==> src/rtl/prince_pkg.sv <==
// Shared PRINCE constants and key-schedule controller state encoding.
package prince_pkg;

  typedef enum logic [1:0] {
    ST_IDLE   = 2'd0,
    ST_EXTEND = 2'd1,
    ST_STREAM = 2'd2
  } state_t;

  localparam logic [63:0] ALPHA = 64'hc0ac29b7c97c50dd;

  function automatic logic [63:0] rc(input logic [3:0] i);
    case (i)
      4'd0:    rc = 64'h0000000000000000;
      4'd1:    rc = 64'h13198a2e03707344;
      4'd2:    rc = 64'ha4093822299f31d0;
      4'd3:    rc = 64'h082efa98ec4e6c89;
      4'd4:    rc = 64'h452821e638d01377;
      4'd5:    rc = 64'hbe5466cf34e90c6c;
      4'd6:    rc = 64'h7ef84f78fd955cb1;
      4'd7:    rc = 64'h85840851f1ac43aa;
      4'd8:    rc = 64'hc882d32f25323c54;
      4'd9:    rc = 64'h64a51195e0e3610d;
      4'd10:   rc = 64'hd3b5a399ca0c2399;
      4'd11:   rc = 64'hc0ac29b7c97c50dd;
      default: rc = 64'h0000000000000000;
    endcase
  endfunction

endpackage

==> src/rtl/prince_keyextend.sv <==
// Per-share PRINCE key extension: splits k0/k1 and derives k0' (linear, so share-wise safe).
module prince_keyextend (
  input  logic [127:0] key,
  output logic [63:0]  k0,
  output logic [63:0]  k0p,
  output logic [63:0]  k1
);

  assign k0  = key[127:64];
  assign k1  = key[63:0];
  assign k0p = {key[64], key[127:65]} ^ {63'b0, key[127]};

endmodule

==> src/rtl/prince_key_sched_ctrl.sv <==
// Masked PRINCE key-schedule sequencer: accepts a shared key, extends it and
// streams 14 round-key slots with alpha-reflection for decryption.
module prince_key_sched_ctrl
  import prince_pkg::*;
#(
  parameter int NSHARES = 5,
  parameter int NSLOTS  = 14
) (
  input  logic                   clk,
  input  logic                   rst_n,
  input  logic [NSHARES*128-1:0] key_in,
  input  logic                   key_valid,
  output logic                   key_ready,
  input  logic                   decrypt,
  output logic [NSHARES*64-1:0]  rk_out,
  output logic [3:0]             rk_idx,
  output logic                   rk_valid,
  input  logic                   rk_ready,
  output logic                   rk_last,
  output logic                   busy
);

  localparam logic [3:0] LAST = 4'(NSLOTS - 1);

  state_t                  state;
  logic [NSHARES*128-1:0]  key_p0;
  logic                    dec_p0;
  logic [NSHARES*64-1:0]   k0_p1, k0p_p1, k1_p1;
  logic [NSHARES*64-1:0]   k0_x, k0p_x, k1_x;
  logic                    hs;

  assign hs = rk_valid & rk_ready;

  for (genvar g = 0; g < NSHARES; g++) begin : g_ext
    prince_keyextend u_ext (
      .key (key_p0[g*128 +: 128]),
      .k0  (k0_x[g*64 +: 64]),
      .k0p (k0p_x[g*64 +: 64]),
      .k1  (k1_x[g*64 +: 64])
    );
  end

  // Public constants touch share 0 only; other shares carry the plain key words.
  function automatic logic [NSHARES*64-1:0] slot_word(
    input logic [3:0]              idx,
    input logic                    dec,
    input logic [NSHARES*64-1:0]   k0,
    input logic [NSHARES*64-1:0]   k0p,
    input logic [NSHARES*64-1:0]   k1
  );
    logic [NSHARES*64-1:0] w;
    if (idx == 4'd0) begin
      w = dec ? k0p : k0;
    end else if (idx == LAST) begin
      w = dec ? k0 : k0p;
    end else begin
      w = k1;
      w[63:0] = k1[63:0] ^ rc(idx - 4'd1) ^ (dec ? ALPHA : 64'h0);
    end
    return w;
  endfunction

  always_ff @(posedge clk or negedge rst_n) begin
    if (!rst_n) begin
      state     <= ST_IDLE;
      key_ready <= 1'b0;
      busy      <= 1'b0;
      key_p0    <= '0;
      dec_p0    <= 1'b0;
      k0_p1     <= '0;
      k0p_p1    <= '0;
      k1_p1     <= '0;
      rk_out    <= '0;
      rk_idx    <= 4'd0;
      rk_valid  <= 1'b0;
      rk_last   <= 1'b0;
    end else begin
      case (state)
        // p0: capture the shared key and mode
        ST_IDLE: begin
          if (!key_ready) begin
            key_ready <= 1'b1;
          end else if (key_valid) begin
            key_p0    <= key_in;
            dec_p0    <= decrypt;
            key_ready <= 1'b0;
            busy      <= 1'b1;
            state     <= ST_EXTEND;
          end
        end
        // p1: register extended key words and present slot 0
        ST_EXTEND: begin
          k0_p1    <= k0_x;
          k0p_p1   <= k0p_x;
          k1_p1    <= k1_x;
          key_p0   <= '0;
          rk_out   <= slot_word(4'd0, dec_p0, k0_x, k0p_x, k1_x);
          rk_idx   <= 4'd0;
          rk_last  <= 1'b0;
          rk_valid <= 1'b1;
          state    <= ST_STREAM;
        end
        ST_STREAM: begin
          if (hs) begin
            if (rk_idx == LAST) begin
              k0_p1     <= '0;
              k0p_p1    <= '0;
              k1_p1     <= '0;
              dec_p0    <= 1'b0;
              rk_out    <= '0;
              rk_idx    <= 4'd0;
              rk_last   <= 1'b0;
              rk_valid  <= 1'b0;
              busy      <= 1'b0;
              key_ready <= 1'b1;
              state     <= ST_IDLE;
            end else begin
              rk_out  <= slot_word(rk_idx + 4'd1, dec_p0, k0_p1, k0p_p1, k1_p1);
              rk_idx  <= rk_idx + 4'd1;
              rk_last <= ((rk_idx + 4'd1) == LAST);
            end
          end
        end
        default: state <= ST_IDLE;
      endcase
    end
  end

endmodule

==> config.mk <==
export PLATFORM = sky130hd
export DESIGN_NAME = prince_key_sched_ctrl
export DESIGN_NICKNAME = d
export VERILOG_FILES = /design/src/rtl/prince_pkg.sv /design/src/rtl/prince_keyextend.sv /design/src/rtl/prince_key_sched_ctrl.sv
export SDC_FILE = /design/constraint.sdc
export NUM_CORES = 2
export LEC_CHECK = 0
export BUFFER_PORTS_ARGS = -buffer_cell sky130_fd_sc_hd__buf_2
export CAP_MARGIN = 20
export CORE_MARGIN = 2
export CORE_UTILIZATION = 40
export CTS_CLUSTER_SIZE = 14
export DETAILED_ROUTE_END_ITERATION = 10
export MAX_ROUTING_LAYER = met4
export PLACE_DENSITY = 0.63
export REMOVE_ABC_BUFFERS = 1
export SYNTH_ARGS = -nofsm -noshare
export SYNTH_HDL_FRONTEND = slang
export SYNTH_SLANG_ARGS = --single-unit
==> constraint.sdc <==
create_clock -name clk -period 3.7 [get_ports clk]
set_input_delay 0 -clock clk [delete_from_list [all_inputs] [get_ports clk]]
set_output_delay 0 -clock clk [all_outputs]
set_load 0.05 [all_outputs]
==> flow_summary.yaml <==
timing:
  fin_crit_sh: 0.917
  setup_slack_ps: 307
  worstMarginPinSlew_ps: 1190
  fin_setup_tns_ps: 0
  report.final.setup_viol: 0
  maxSlewViolCount: 0
  slew_headroom: 0.206
  fmax_mhz: 295
  rsz0062_at_grt: "no"
  skew_ps: 59.7
  hold_viol_final: 0
  fin_crit_ps: 3390
synthesis:
  yosys-top-cells-count: "dfrtp_1, nand2_1, a22o_1, clkbuf_1, a21oi_1"
  synth-edff-count: 0
  ys_warn_count: 0
  synth.distinct_cells: 67
  synth_area_um2: 75200
  synth.area.top_cells: "dfrtp_1, a22o_1, nand2_1"
  netlist.top_cell.by_area: "dfrtp_1"
  async_reset_ff_frac: 1.00
  yosys_register_bits: 1616
  ys_seq_area_frac: 0.538
  synth_flop_cell: "dfrtp_1"
  postSynthCellCount: 7225
  yosys.cell_count.top_type: "dfrtp_1"
  yosysTopAreaCellShare: 0.538
  avgSynthCellArea_um2: 10.4
floorplan:
  initial_core_util: 0.402
  die_width_um: 438
  coreArea_um2: 187000
  rows: 159
  die_y_um: 438
  ios: 973
  dieArea_um2: 191000
cts:
  cts_tree: "built"
  ctsLongestPathBuffers: 3
  clkSlewWorstSetupHoldPaths_ps: 70
  cts_buffers: 178
  insertion_delay_ps: 880
  cts-root-buf: "clkbuf_16"
  post_cts_buffers: 0
  clock-sinks: 1616
  htree_levels: 4
global_routing:
  met1_usage: 0.396
  grt_use_met2: 0.484
  grt_pass1_vias: 71600
  grt_max_degree: 193
  grt_util_met3: 0.0720
  busiest_layer: "met2"
  antenna_found_initial: 57
  grt.total_usage: 0.329
  gr-total-overflow: 0
  grt_pass1_wl_mm: 468
setup_path:
  cp_data_required_time_ps: 4450
  endpoint_kind: "register"
  reg2reg_from: "rk_idx[1]$_DFFE_PN0P_"
  crit_fanout: 42
  cp-startpoint: "rk_idx[1]$_DFFE_PN0P_"
  crit_arrival_ps: 4140
  worstSetupPathType: "register to register"
  startpoint_type: "register"
final_layout:
  areaGrowthSynthToFinish_pct: 34.0
  fin_nets: 9663
  drive_gt1_frac: 0.193
  n_fill_cell: 15500
  multi_input_area_um2: 31800
  seqCellArea_um2: 40400
  fin_util: 0.538
drt:
  drt_iter0_markers: 7914
  ant_nets: 0
  drcViolationCount: 0
  via_per_inst: 6.17
  wire_per_inst_um: 26.6
  vias: 72200
  first_pass_iters: 9
  routed_wl_mm: 312
hold_path:
  min-delay-start: "key_in[254]"
  min_path_type: "input pin to register"
run_status:
  status: "finished clean"
place:
  port_buffers: 972
  dp_hpwl_mm: 185
  dpl_worst_slack_ps: 340
  place.gp.congestion: 0.925
power_and_ir_drop:
  ir_drop_uv: 631
  power.density_nw_per_um2: 873
  p_leak_nw: 44.7
flow_run:
  drv_cap: 0
==> critical path, cell delays in order (launching register included) <==
cell and delay, ps:
dfrtp_1 380, buf_4 210, ha_1 230, buf_4 200
and3b_1 190, nand2_1 140, o21a_4 540, buf_12 340
buf_4 310, o22ai_1 110, o21ai_0 230, o211ai_1 130
a31oi_1 240
==> area by class of cell <==
| cell class | count | area share |
|---|---|---|
| Antenna cell | 54 | 0.00134 |
| Clock inverter | 71 | 0.00699 |
| Multi-Input combinational cell | 4828 | 0.316 |
| Clock buffer | 251 | 0.0513 |
| Inverter | 12 | 0.000447 |
| Tap cell | 2495 | 0.0310 |
| Timing Repair Buffer | 2371 | 0.192 |
| Sequential cell | 1616 | 0.401 |
==> stage by stage <==
stage          cell area [um^2]  instances  hold WS (ps)  power, mW
6_report                 101000      11700          29.8       87.9
5_1_grt                  101000      11700          20.7       92.0
4_1_cts                  101000      11600         0.107       86.9
3_5_place_dp              82700      10100         -58.6       67.8
3_3_place_gp              82700      10100         -55.7       67.0
2_1_floorplan             72200       6456          -296       57.3
==> state kept, by name, indices dropped and copies added (netlist names), 2 cells and up <==
| register | cells |
|---|---|
| k0_p1 | 319 |
| k0p_p1 | 6 |
| k1_p1 | 320 |
| key_p0 | 640 |
| rk_idx | 4 |
| rk_out | 320 |
| state | 2 |
==> cell families (layout without fill, tap and decap cells) <==
group	Yosys count	count (layout)	synth area share
AO/OA/AOI/OAI	2979	2979	0.285
AND/OR/NAND/NOR	1391	1391	0.0718
other	0	54	0
adder cells (fa/ha/maj)	12	12	0.00196
multiplexers	351	351	0.0514
buffers and inverters	781	2705	0.0408
XOR/XNOR	95	95	0.0114
flip-flops	1616	1616	0.538
==> repair_timing <==
action / CTS / global route
hold buffers: 1198 / 0
endpoints found under the setup margin: 0 / 1
resized for setup: 0 / 1
endpoints found under the hold margin: 2033 / 0
==> where the power goes <==
part / switching [mW] / internal, mW / total [mW]
Clock: 7.74 / 10.4 / 18.1
Combinational: 24.4 / 13.6 / 38.0
Sequential: 7.63 / 24.2 / 31.9
Total: 39.8 / 48.2 / 87.9
==> worst paths after layout <==
path                       cells past startpoint                      end  slack [ps]
max in group asynchronous                      5  key_p0[193]$_DFFE_PN0P_        1980
setup / recovery                              12  rk_out[258]$_DFFE_PN0P_         310
setup reg to reg                              12  rk_out[258]$_DFFE_PN0P_         310
hold / removal                                 4  key_p0[254]$_DFFE_PN0P_          30
min in group asynchronous                      4  rk_out[103]$_DFFE_PN0P_         570
hold reg to reg                                1   k1_p1[127]$_DFFE_PN0P_         450
==> layout by cell type, fill, tap and decap left out, types with 11 or more instances in the layout <==
cell type / Yosys / routed
a211oi_1: 16 / 16
a21oi_1: 409 / 409
a221oi_1: 17 / 17
a22o_1: 961 / 961
a22oi_1: 18 / 18
a31oi_1: 261 / 261
buf_12: 0 / 77
buf_2: 87 / 971
buf_4: 3 / 125
clkbuf_1: 623 / 32
clkbuf_16: 0 / 181
clkbuf_8: 0 / 38
clkinv_2: 0 / 41
dfrtp_1: 1616 / 1615
diode_2: 0 / 54
dlygate4sd3_1: 0 / 1197
ha_1: 11 / 11
mux2_2: 269 / 269
mux2i_1: 81 / 81
nand2_1: 964 / 962
nand3_1: 16 / 16
nor2_1: 333 / 328
nor3_1: 39 / 39
o211ai_1: 279 / 279
o21ai_0: 352 / 351
o221ai_1: 291 / 291
o22ai_1: 310 / 310
xnor2_1: 59 / 59
xor2_1: 34 / 34
==> layer usage <==
layer	up-vias	wire, um
met4	0	27800
met5	-	0
met1	36000	119000
met3	1386	22400
li1	31000	-
met2	3796	143000
Note: power is estimated with default switching activity, not from simulation.
